===== src/rtl/snn_pkg.sv =====
// Shared constants and types for the SNN weight-memory datapath.
package snn_pkg;

    localparam int SNN_ADDR_W = 4;
    localparam int SNN_DW     = 8;

    typedef enum logic {
        IDLE   = 1'b0,
        UPD_WR = 1'b1
    } wmem_state_t;

endpackage


===== src/rtl/snn_sat_add.sv =====
// Combinational DW-bit signed adder; clamps on overflow when SNN_WMEM_SAT_EN
// is defined, otherwise wraps modulo 2^DW.
module snn_sat_add #(
    parameter int DW = 8
) (
    input  logic [DW-1:0] a_i,
    input  logic [DW-1:0] b_i,
    output logic [DW-1:0] y_o
);

    logic [DW:0] sum_full;

    assign sum_full = {a_i[DW-1], a_i} + {b_i[DW-1], b_i};

`ifdef SNN_WMEM_SAT_EN
    logic overflow;

    // Sign bit and the bit below it disagree only when the DW-bit result overflowed.
    assign overflow = sum_full[DW] ^ sum_full[DW-1];
    assign y_o = !overflow   ? sum_full[DW-1:0] :
                 sum_full[DW] ? {1'b1, {(DW-1){1'b0}}} :
                                {1'b0, {(DW-1){1'b1}}};
`else
    logic unused_msb;

    assign unused_msb = sum_full[DW];
    assign y_o        = sum_full[DW-1:0];
`endif

endmodule


===== src/rtl/snn_wmem_arbiter.sv =====
// Arbitrates the single-port weight memory between host writes, inference
// reads and atomic reward updates. Saturating updates: define SNN_WMEM_SAT_EN.
module snn_wmem_arbiter
    import snn_pkg::*;
#(
    parameter int ADDR_W = SNN_ADDR_W,
    parameter int DW     = SNN_DW
) (
    input  logic              clk,
    input  logic              rst,
    input  logic              host_we,
    input  logic [ADDR_W-1:0] host_addr,
    input  logic [DW-1:0]     host_wdata,
    output logic              host_gnt,
    input  logic              rd_req,
    input  logic [ADDR_W-1:0] rd_addr,
    output logic              rd_gnt,
    output logic              rd_valid,
    output logic [DW-1:0]     rd_data,
    input  logic              upd_req,
    input  logic [ADDR_W-1:0] upd_addr,
    input  logic [DW-1:0]     upd_delta,
    output logic              upd_gnt,
    output logic              upd_done,
    output logic              mem_we,
    output logic [ADDR_W-1:0] mem_addr,
    output logic [DW-1:0]     mem_wdata,
    input  logic [DW-1:0]     mem_rdata
);

    wmem_state_t       state_q, state_d;
    logic              rr_q, rr_d;
    logic              rd_pend_q;
    logic              upd_done_q;
    logic [ADDR_W-1:0] upd_addr_q, upd_addr_d;
    logic [DW-1:0]     upd_delta_q, upd_delta_d;
    logic [DW-1:0]     upd_result;

    snn_sat_add #(.DW(DW)) u_sat_add (
        .a_i (mem_rdata),
        .b_i (upd_delta_q),
        .y_o (upd_result)
    );

    always_comb begin
        state_d     = state_q;
        rr_d        = rr_q;
        upd_addr_d  = upd_addr_q;
        upd_delta_d = upd_delta_q;
        host_gnt    = 1'b0;
        rd_gnt      = 1'b0;
        upd_gnt     = 1'b0;
        mem_we      = 1'b0;
        mem_addr    = '0;
        mem_wdata   = '0;

        // Reset squashes everything, including an in-flight RMW write.
        if (!rst) begin
            unique case (state_q)
                IDLE: begin
                    if (host_we) begin
                        host_gnt  = 1'b1;
                        mem_we    = 1'b1;
                        mem_addr  = host_addr;
                        mem_wdata = host_wdata;
                    end else if (rd_req && (!upd_req || !rr_q)) begin
                        rd_gnt   = 1'b1;
                        mem_addr = rd_addr;
                    end else if (upd_req) begin
                        upd_gnt     = 1'b1;
                        mem_addr    = upd_addr;
                        upd_addr_d  = upd_addr;
                        upd_delta_d = upd_delta;
                        state_d     = UPD_WR;
                    end
                    if (rd_req && upd_req && !host_we) begin
                        rr_d = ~rr_q;
                    end
                end
                UPD_WR: begin
                    mem_we    = 1'b1;
                    mem_addr  = upd_addr_q;
                    mem_wdata = upd_result;
                    state_d   = IDLE;
                end
                default: state_d = IDLE;
            endcase
        end
    end

    always_ff @(posedge clk) begin
        if (rst) begin
            state_q     <= IDLE;
            rr_q        <= 1'b0;
            rd_pend_q   <= 1'b0;
            upd_done_q  <= 1'b0;
            upd_addr_q  <= '0;
            upd_delta_q <= '0;
        end else begin
            state_q     <= state_d;
            rr_q        <= rr_d;
            rd_pend_q   <= rd_gnt;
            upd_done_q  <= (state_q == UPD_WR);
            upd_addr_q  <= upd_addr_d;
            upd_delta_q <= upd_delta_d;
        end
    end

    assign rd_valid = rd_pend_q;
    assign rd_data  = rd_pend_q ? mem_rdata : '0;
    assign upd_done = upd_done_q;

endmodule

===== config.mk =====
export PLATFORM = sky130hd
export DESIGN_NAME = snn_wmem_arbiter
export DESIGN_NICKNAME = d
export VERILOG_FILES = /design/src/rtl/snn_pkg.sv /design/src/rtl/snn_sat_add.sv /design/src/rtl/snn_wmem_arbiter.sv
export SDC_FILE = /design/constraint.sdc
export NUM_CORES = 1
export LEC_CHECK = 0
export ABC_AREA = 0
export CORE_AREA = 8 8 68 70
export CTS_BUF_LIST = sky130_fd_sc_hd__clkbuf_8
export DETAILED_ROUTE_END_ITERATION = 8
export DIE_AREA = 0 0 76 78
export PLACE_DENSITY = 0.85
export SLEW_MARGIN = 20
export SYNTH_ARGS = -nofsm -noshare
export SYNTH_HDL_FRONTEND = slang
export SYNTH_SLANG_ARGS = --single-unit

===== constraint.sdc =====
create_clock -name clk -period 1.7 [get_ports clk]
set_clock_uncertainty 0.2 [all_clocks]
set_input_delay 0.17 -clock clk [delete_from_list [all_inputs] [get_ports clk]]
set_output_delay 0.17 -clock clk [all_outputs]
set_load 0.05 [all_outputs]

# After elaboration in Yosys (flattened, before gate mapping)
# Cells that the tools add are included.
[totals] inputBits=41 ff_bits=16 out_inout_bits=26 wordCells=44
[op_classes] bitwise_logic=4 muxes=24 addsub=1 n_reduce_logical=9
[ops] operator="8-bit two-way mux" n=3
[ops] operator="4-bit two-way mux" n=4
[ops] operator="8-bit case mux with 2 select lines" n=1
[ops] operator="1-bit two-way mux" n=13
[ops] operator="8-bit adder" n=1
[ops] operator="4-bit case mux with 2 select lines" n=1
[ops] operator="1-bit NOT" n=4
[ops] operator="1-bit case mux with 2 select lines" n=2
[ops] operator="4-bit AND reduction" n=1
[ops] operator="1-bit logical AND" n=3
[ops] operator="1-bit logical NOT" n=3
[ops] operator="2-bit AND reduction" n=1
[ops] operator="1-bit logical OR" n=1

# Logic depth before layout (Yosys ltp)
# Gate-level depths: netlist of run 1.
[depth] ltp_word=7 depth_mapped=6 ltp_nobuf=6

# Hierarchy
# A second synthesis of run 1 with hierarchy kept.
[hier_totals] cells_unflattened=158 hier_area_um2=1227.4
[by_module_without_submodules] module="snn_wmem_arbiter" seq_area_each_um2=320.3 instances=1 area_each_um2=895.9 cells_each=116
[by_module_without_submodules] module="snn_sat_add" seq_area_each_um2=0.0 instances=1 area_each_um2=331.6 cells_each=42

# Worst setup path after synthesis of run 1
# OpenSTA, ideal clock, no wires.
[synth_path] path_type="register -> output" start="register upd_delta_q[0]" end="output port mem_wdata[6]" path_stages_with_launch=7 setup_slack_ns=-1.131 required_ns=1.330 arrival_time_ns=2.461 path_cell_list="dfxtp_1 ha_1 fa_1 a21oi_1 o2111ai_1 xnor2_1 o21ai_0"
[synth_between] elab_chain_len=3
[synth_rtl] element="start: declaration" line_no="snn_wmem_arbiter.sv:36" source="logic [DW-1:0] upd_delta_q, upd_delta_d;"
[synth_rtl] element="start signal: assignment" line_no="snn_wmem_arbiter.sv:105" source="upd_delta_q <= upd_delta_d;"
[synth_rtl] element="8-bit adder" line_no="snn_sat_add.sv:13" source="assign sum_full = {a_i[DW-1], a_i} + {b_i[DW-1], b_i};"
[synth_rtl] element="8-bit case mux with 2 select lines" line_no="snn_wmem_arbiter.sv:59" source="unique case (state_q)"
[synth_rtl] element="8-bit two-way mux" line_no="snn_wmem_arbiter.sv:58" source="if (!rst) begin"
[synth_rtl] element="end: declaration" line_no="snn_wmem_arbiter.sv:27" source="output logic [DW-1:0] mem_wdata,"
# Every way passes these cells.

# Worst setup path in the final report of run 1
[layout_path] start="register upd_delta_q[0]" end="output port mem_wdata[4]"
# Same word-level chain as after synthesis.

==> results by group, run 1 <==
Worst setup path
  – Worst endpoint required time: about 1300 ps
  – Worst Reg-to-Reg Cells: 6
  – Crit Reg-Reg Startpoint: state_q$_SDFF_PP0_
  – Slowest library cell on the worst path: fa_2
  – Slack of the worst reg-to-reg path: between 200 and 300 ps
  – Number of stages on the worst setup path: 7
  – Worst Path Class, Setup: reg -> out
  – Startpoint class of the critical path: flop
  – Largest delay contributor family on the critical path: adder cells
  – Maximum single-stage delay on the critical path: around 370 ps
  – FF-to-FF End: rr_q$_SDFFE_PP0P_
  – Sum of buffers and inverters on the critical path: 1
  – Ordered cell list for the critical path: ha_4 > fa_2 > a21oi_4 > o21ai_1 > xor2_1 > a22o_4 > buf_8
  – Crit path capture type: primary output
  – Worst endpoint data arrival time: between 1500 and 2000 ps
  – CP max FO: 2

Placement
  – Count of buffers from port buffering: 66
  – Estimated wirelength of the detail-placed design: ~3800 µm
  – Placed Instance Area: 2540 µm²
  – GP Congestion: approximately 0.87

Timing
  – Final hold slack: around 270 ps
  – Fin crit period: about 2300 ps
  – Highest attainable clock frequency: between 0.4 and 0.5 GHz
  – Transition time of the tightest slew-check pin: roughly 370 ps
  – Setup slack of the critical path after layout: -585 ps
  – Max transition margin: between 70% and 80%
  – RSZ-0062 raised after global routing: true
  – Final hold violations: 0
  – Final period util: 134%
  – Final setup violation count: 13
  – Number of max-slew violations in the final report: 0

Synthesis
  – Synth Cell Area: about 1200 µm²
  – Number of instances in the synthesized netlist: about 160
  – Primary FF master, synth: dfxtp_1
  – Seq cells post-synth: 16
  – Cell type with the highest aggregate area in the netlist: dfxtp_1
  – Dominant cell by count in the synthesized netlist: nand2_1
  – Share of synthesized area occupied by flip-flops and latches: 26.1%
  – Syn. warnings: 0
  – Average footprint of a synthesized cell: 7.75 µm²
  – Synth top area cells: dfxtp_1 26%, ha_1 7.2%, nand3_1 6.9%
  – Nets in the synthesized netlist: just over 200
  – Distinct cell type count of the synthesized netlist: 42
  – Number of flops mapped to enable cells by yosys: 0
  – Commonest cells in the netlist: 22 x nand2_1, 17 x nand3_1, 16 x dfxtp_1
  – Share of the synthesized area in the top cell type: approximately a quarter
  – Share of synthesized registers carrying an async set or reset: 0%

Run status
  – Failing checks: negative setup slack
  – Outcome: finished with violations

Final layout
  – Final Net Count: about 300
  – Final design instance area without fill: between 2000 and 3000 µm²
  – Number of inserted diodes: 0
  – Synth-to-layout area growth: 133%
  – Share of final-layout standard cells stronger than drive strength 1: around 49%
  – Total of fill cells in the finished design: about 210

Min path
  – Hold WC Path Type: reg -> reg
  – Hold Path Sink: upd_delta_q[7]$_SDFFE_PP0P_
  – Number of cells on the worst hold path: 2
  – Launch instance of the worst min-delay path: upd_delta_q[7]$_SDFFE_PP0P_

Global route
  – First-pass GRT wire length: ~8000 µm
  – Number of antenna violations at the first check in global routing: 0
  – Global Route Usage Sum: around 16%
  – Via count of the first global-routing pass: 1681
  – Maximum number of pins on one net before global-route repair: 14
  – Global-route congestion overflow total: 0

Floorplanning
  – Std-Cell Core Area: ~3600 µm²
  – Starting density of the core: 34.5%
  – Chip width: 76 µm
  – Die outline area: 5930 µm²
  – Die H: roughly 80 µm
  – Number of placed I/O pins: 67
  – Total number of placement rows: 22

CTS
  – Worst skew pair latency: around 250 ps
  – Clock tree from TritonCTS: yes
  – H-tree Lvls: 1
  – Clock Path Buffers: 2
  – Clock root buffer master: clkbuf_8
  – TritonCTS sink count: 16
  – Clock buffers created by TritonCTS: 3
  – CTS clk-pin slew, worst paths: about 60 ps

Drt
  – Number of design-rule violations left by the first detailed-router iteration: 54
  – Count of antenna-violating nets left after detailed routing: 0
  – DRT Pass-1 Iters: 6
  – Wire length after detailed routing: around 5200 µm
  – WL/cell: between 15 and 20 µm
  – Drt via density: 5.26
  – Via count: about 1600
  – Remaining design rule violation count: 0

Pwr
  – Ratio of total power to cell area: about 490 nW/µm²
  – Peak supply drop: just under 0.4 mV
  – P_leak: ~1.1 nW

Flow run
  – Number of max-cap violations: 0
cells in the final DEF (no fill, tap or decap), types with 2 or more instances in the layout:
cell / instances
nand3_1: 16
inv_2: 2
and3b_1: 2
a21oi_1: 12
or2_4: 2
buf_8: 3
nor2b_1: 2
xnor2_2: 2
buf_12: 23
dlygate4sd2_1: 10
nor3b_1: 2
clkdlybuf4s50_1: 29
a211oi_2: 2
xnor2_1: 2
nor2_4: 3
and2_1: 8
nand2_2: 3
clkbuf_8: 4
a221oi_2: 4
nor2_1: 2
inv_1: 3
dfxtp_1: 8
o21ai_2: 2
buf_6: 3
nand2_1: 20
a22o_4: 3
buf_4: 34
ha_4: 7
o22ai_2: 4
dfxtp_2: 7
o21bai_1: 3
o21ai_4: 3
cell families (layout without fill, tap and decap cells):
family	after synthesis	after routing	share of synthesized area, %
multiplexers	1	1	0.817
adder cells (fa/ha/maj)	8	8	8.78
AND/OR/NAND/NOR	68	68	29.6
AO/OA/AOI/OAI	46	46	24.6
buffers and inverters	14	113	6.43
flip-flops	16	16	26.1
XOR/XNOR	5	5	3.57
metrics by stage:
stage	setup TNS (ps)	setup WS, ps	power (mW)	std cells	util, %
after detailed placement	-6540	-726	1.01	297	71.5
after floorplan	-1020	-414	0.701	158	-
after global routing	-4420	-642	1.47	305	80.3
final	-3730	-585	1.41	305	80.3
after global placement	-6340	-669	0.993	297	71.5
after CTS	-3820	-602	1.39	305	78.7
report_power, final:
| part | internal [mW] | leakage (nW) | switching (mW) |
|---|---|---|---|
| logic | 0.351 | 0.958 | 0.319 |
| clock network | 0.205 | 0.0288 | 0.126 |
| registers | 0.390 | 0.134 | 0.0148 |
| total | 0.947 | 1.12 | 0.459 |
how the worst max path moves through the flow:
stage	to	slack [ps]	start
3_5_place_dp	mem_wdata[4]	-730	mem_rdata[0]
3_3_place_gp	mem_wdata[4]	-670	mem_rdata[0]
6_report	mem_wdata[4]	-580	upd_delta_q[0]$_SDFFE_PP0P_
4_1_cts	mem_wdata[4]	-600	upd_delta_q[0]$_SDFFE_PP0P_
2_1_floorplan	mem_wdata[7]	-410	upd_delta_q[4]$_SDFFE_PP0P_
5_1_grt	mem_wdata[4]	-640	upd_delta_q[0]$_SDFFE_PP0P_
area by class of cell:
| type | count | area, µm² | share of cell area, % |
|---|---|---|---|
| sequential | 16 | 333 | 11.7 |
| clock buffer | 4 | 55.1 | 1.93 |
| inverter | 5 | 18.8 | 0.658 |
| multi-input combinational | 128 | 1180 | 41.3 |
| tap | 48 | 60.1 | 2.11 |
| timing repair buffer | 104 | 1210 | 42.3 |
registers in the layout, indices dropped and copies added, names as in the netlist:
| name | count |
|---|---|
| upd_delta_q | 8 |
| upd_addr_q | 4 |
| rd_valid | 1 |
| rr_q | 1 |
| state_q | 1 |
| upd_done | 1 |
per-layer routing:
metal	wire, µm	GRT usage, %	share of wire, %
met5	0	0	0
met2	2790	32.3	54
met3	374	4.61	7.2
met4	104	5.88	2.0
met1	1890	15.6	37
tightest hold or removal path: stages (launching register included):
cell	delay, ps
dfxtp_1	320
nand2_1	50
a21oi_1	50
repair_timing:
action / 4_1_cts / 5_1_grt
setup endpoints to repair: 15 / 16
hold buffers: 0 / 0
pin swaps: 17 / 13
gates resized for setup: 45 / 14
setup buffers: 4 / 0
Note: power is estimated with default switching activity, not from simulation.
==> run 2: changes to the inputs <==
- MAX_ROUTING_LAYER: unset -> met4
==> results by group, run 2 (same netlist as run 1, synthesis figures left out) <==
Final layout
  – Number of inserted diodes: 0
  – Most common cell after layout, fill and taps aside: buf_4
  – Largest register by flop count: upd_delta_q
  – Synth-to-layout area growth: 144%
  – Final non-filler cell total: around 310
  – Number of flip-flops under the largest register name: 8
  – Share of final-layout standard cells stronger than drive strength 1: 53.2%
  – Total of fill cells in the finished design: between 150 and 200
  – Register Area: 333 µm²
  – Leading cell types in the layout, fill and taps excluded: 38 x buf_4, 29 x clkdlybuf4s50_1, 22 x buf_12
  – Final design instance area without fill: 2990 µm²
  – Area of the multi-input gates: around 1200 µm²
  – Final Net Count: between 300 and 400
  – Top flop regs: upd_delta_q (8), upd_addr_q (4)

Global route
  – Via count of the first global-routing pass: 1792
  – Global-route congestion overflow total: 0
  – First-pass GRT wire length: roughly 8400 µm
  – Number of antenna violations at the first check in global routing: 0
  – Maximum number of pins on one net before global-route repair: 14
  – Global Route Usage Sum: between 10% and 20%

Floorplanning
  – Die H: about 78 µm
  – Chip width: roughly 76 µm
  – Die outline area: about 5900 µm²
  – Number of placed I/O pins: 67
  – Total number of placement rows: 22
  – Starting density of the core: about a third
  – Std-Cell Core Area: approximately 3600 µm²

CTS
  – Clock buffers created by TritonCTS: 3
  – CTS clk-pin slew, worst paths: roughly 60 ps
  – Clock tree from TritonCTS: yes
  – Worst skew pair latency: about 240 ps
  – Clock Path Buffers: 2
  – H-tree Lvls: 1
  – Number of hold buffers added after cts: 0
  – Clock root buffer master: clkbuf_8
  – TritonCTS sink count: 16

Worst setup path
  – Maximum single-stage delay on the critical path: approximately 370 ps
  – Worst endpoint data arrival time: 1950 ps
  – Worst endpoint required time: around 1300 ps
  – Crit path capture type: primary output
  – Slack of the worst reg-to-reg path: 170 ps
  – Crit Reg-Reg Startpoint: rr_q$_SDFFE_PP0P_
  – Worst Reg-to-Reg Cells: 7
  – Startpoint class of the critical path: flop
  – FF-to-FF End: upd_addr_q[0]$_SDFFE_PP0P_
  – Largest delay contributor family on the critical path: adder cells
  – Number of stages on the worst setup path: 7
  – Ordered cell list for the critical path: ha_4 > fa_2 > a21oi_4 > o2111ai_2 > xnor2_2 > o21ai_4 > buf_12
  – Slowest library cell on the worst path: fa_2
  – Worst Path Class, Setup: reg -> out
  – CP max FO: 2
  – Sum of buffers and inverters on the critical path: 1

Placement
  – Placed Instance Area: ~2500 µm²
  – Estimated wirelength of the detail-placed design: about 3700 µm
  – Post-placement worst setup slack: -743 ps
  – GP Congestion: approximately 0.9
  – Count of buffers from port buffering: 66
  – Inst Count DP: 298

Min path
  – Hold WC Path Type: reg -> reg
  – Hold Path Sink: upd_addr_q[2]$_SDFFE_PP0P_
  – Number of cells on the worst hold path: 2
  – Launch instance of the worst min-delay path: upd_addr_q[2]$_SDFFE_PP0P_

Drt
  – Wire length after detailed routing: 5230 µm
  – WL/cell: around 17 µm
  – Count of antenna-violating nets left after detailed routing: 0
  – DRT Pass-1 Iters: 4
  – Remaining design rule violation count: 0
  – Via count: between 1500 and 2000
  – Number of design-rule violations left by the first detailed-router iteration: 62
  – Drt via density: about 5

Timing
  – Final hold violations: 0
  – Final period util: 137%
  – Fin crit period: 2320 ps
  – Setup TNS: -3970 ps
  – Max transition margin: 74.2%
  – Final setup violation count: 13
  – Transition time of the tightest slew-check pin: roughly 390 ps
  – Highest attainable clock frequency: between 0.4 and 0.5 GHz
  – RSZ-0062 raised after global routing: true
  – Number of max-slew violations in the final report: 0
  – Setup slack of the critical path after layout: -621 ps

Pwr
  – Peak supply drop: between 0.4 and 0.5 mV
  – Ratio of total power to cell area: roughly 470 nW/µm²
  – P_leak: approximately 1.2 nW
  – Power consumption: 1.39 mW

Run status
  – Outcome: finished with violations
  – Failing checks: negative setup slack

Flow run
  – Number of max-cap violations: 0
[run 2: worst register-to-register path, cell delays in order, from the launching register on]
cell and delay [ps]:
dfxtp_2 320, nand2b_4 140, buf_4 120, buf_4 130, nand3_4 90, buf_4 200
nand2_1 80, a21oi_1 170
[run 2: area by class of cell]
| class | count | share of cell area [%] |
|---|---|---|
| Sequential cell | 16 | 11.1 |
| Inverter | 5 | 0.628 |
| Clock buffer | 3 | 1.38 |
| Multi-Input combinational cell | 128 | 41.7 |
| Tap cell | 48 | 2.01 |
| Timing Repair Buffer | 113 | 43.2 |
[run 2: layer usage]
metal  part of all wire [%]  vias up  GRT usage [%]  routed length (µm)
met5                      0        -              -                   0
met4                    1.5        0           5.49                  76
met3                    5.0       10           3.11                 262
met2                     54       63           31.4                2830
met1                     39      758           18.1                2060
li1                       -      782              -                   -
[run 2: what timing repair did]
action,in CTS,in global routing
pin swaps,30,15
gates resized for setup,62,15
endpoints found under the hold margin,0,0
endpoints found under the setup margin,15,15
setup buffers,6,8
[run 2: worst max-delay path by stage]
| stage | startpoint | endpoint | slack (ps) |
|---|---|---|---|
| after CTS | upd_delta_q[0]$_SDFFE_PP0P_ | mem_wdata[6] | -620 |
| final | upd_delta_q[0]$_SDFFE_PP0P_ | mem_wdata[6] | -620 |
| after global placement | mem_rdata[0] | mem_wdata[4] | -670 |
| after floorplan | upd_delta_q[4]$_SDFFE_PP0P_ | mem_wdata[7] | -410 |
| after detailed placement | mem_rdata[0] | mem_wdata[6] | -740 |
| after global routing | upd_delta_q[0]$_SDFFE_PP0P_ | mem_wdata[6] | -680 |
[run 2: per-stage QoR]
stage | utilization (%) | hold WS [ps]
final | 84.1 | 274
after global placement | 71.7 | 243
after detailed placement | 71.7 | 251
after CTS | 80.5 | 253
after floorplan | - | 110
after global routing | 84.1 | 274
[run 2: power by group]
group	switching, mW	internal, mW	total [mW]
logic	0.336	0.376	0.711
registers	0.0144	0.390	0.404
clock network	0.122	0.157	0.279
total	0.472	0.922	1.39
==> run 3: changes to the inputs <==
- CAP_MARGIN: unset -> 20
==> results of run 3 <==
The final DEF is identical to that of run 2; final timing and power are the same.
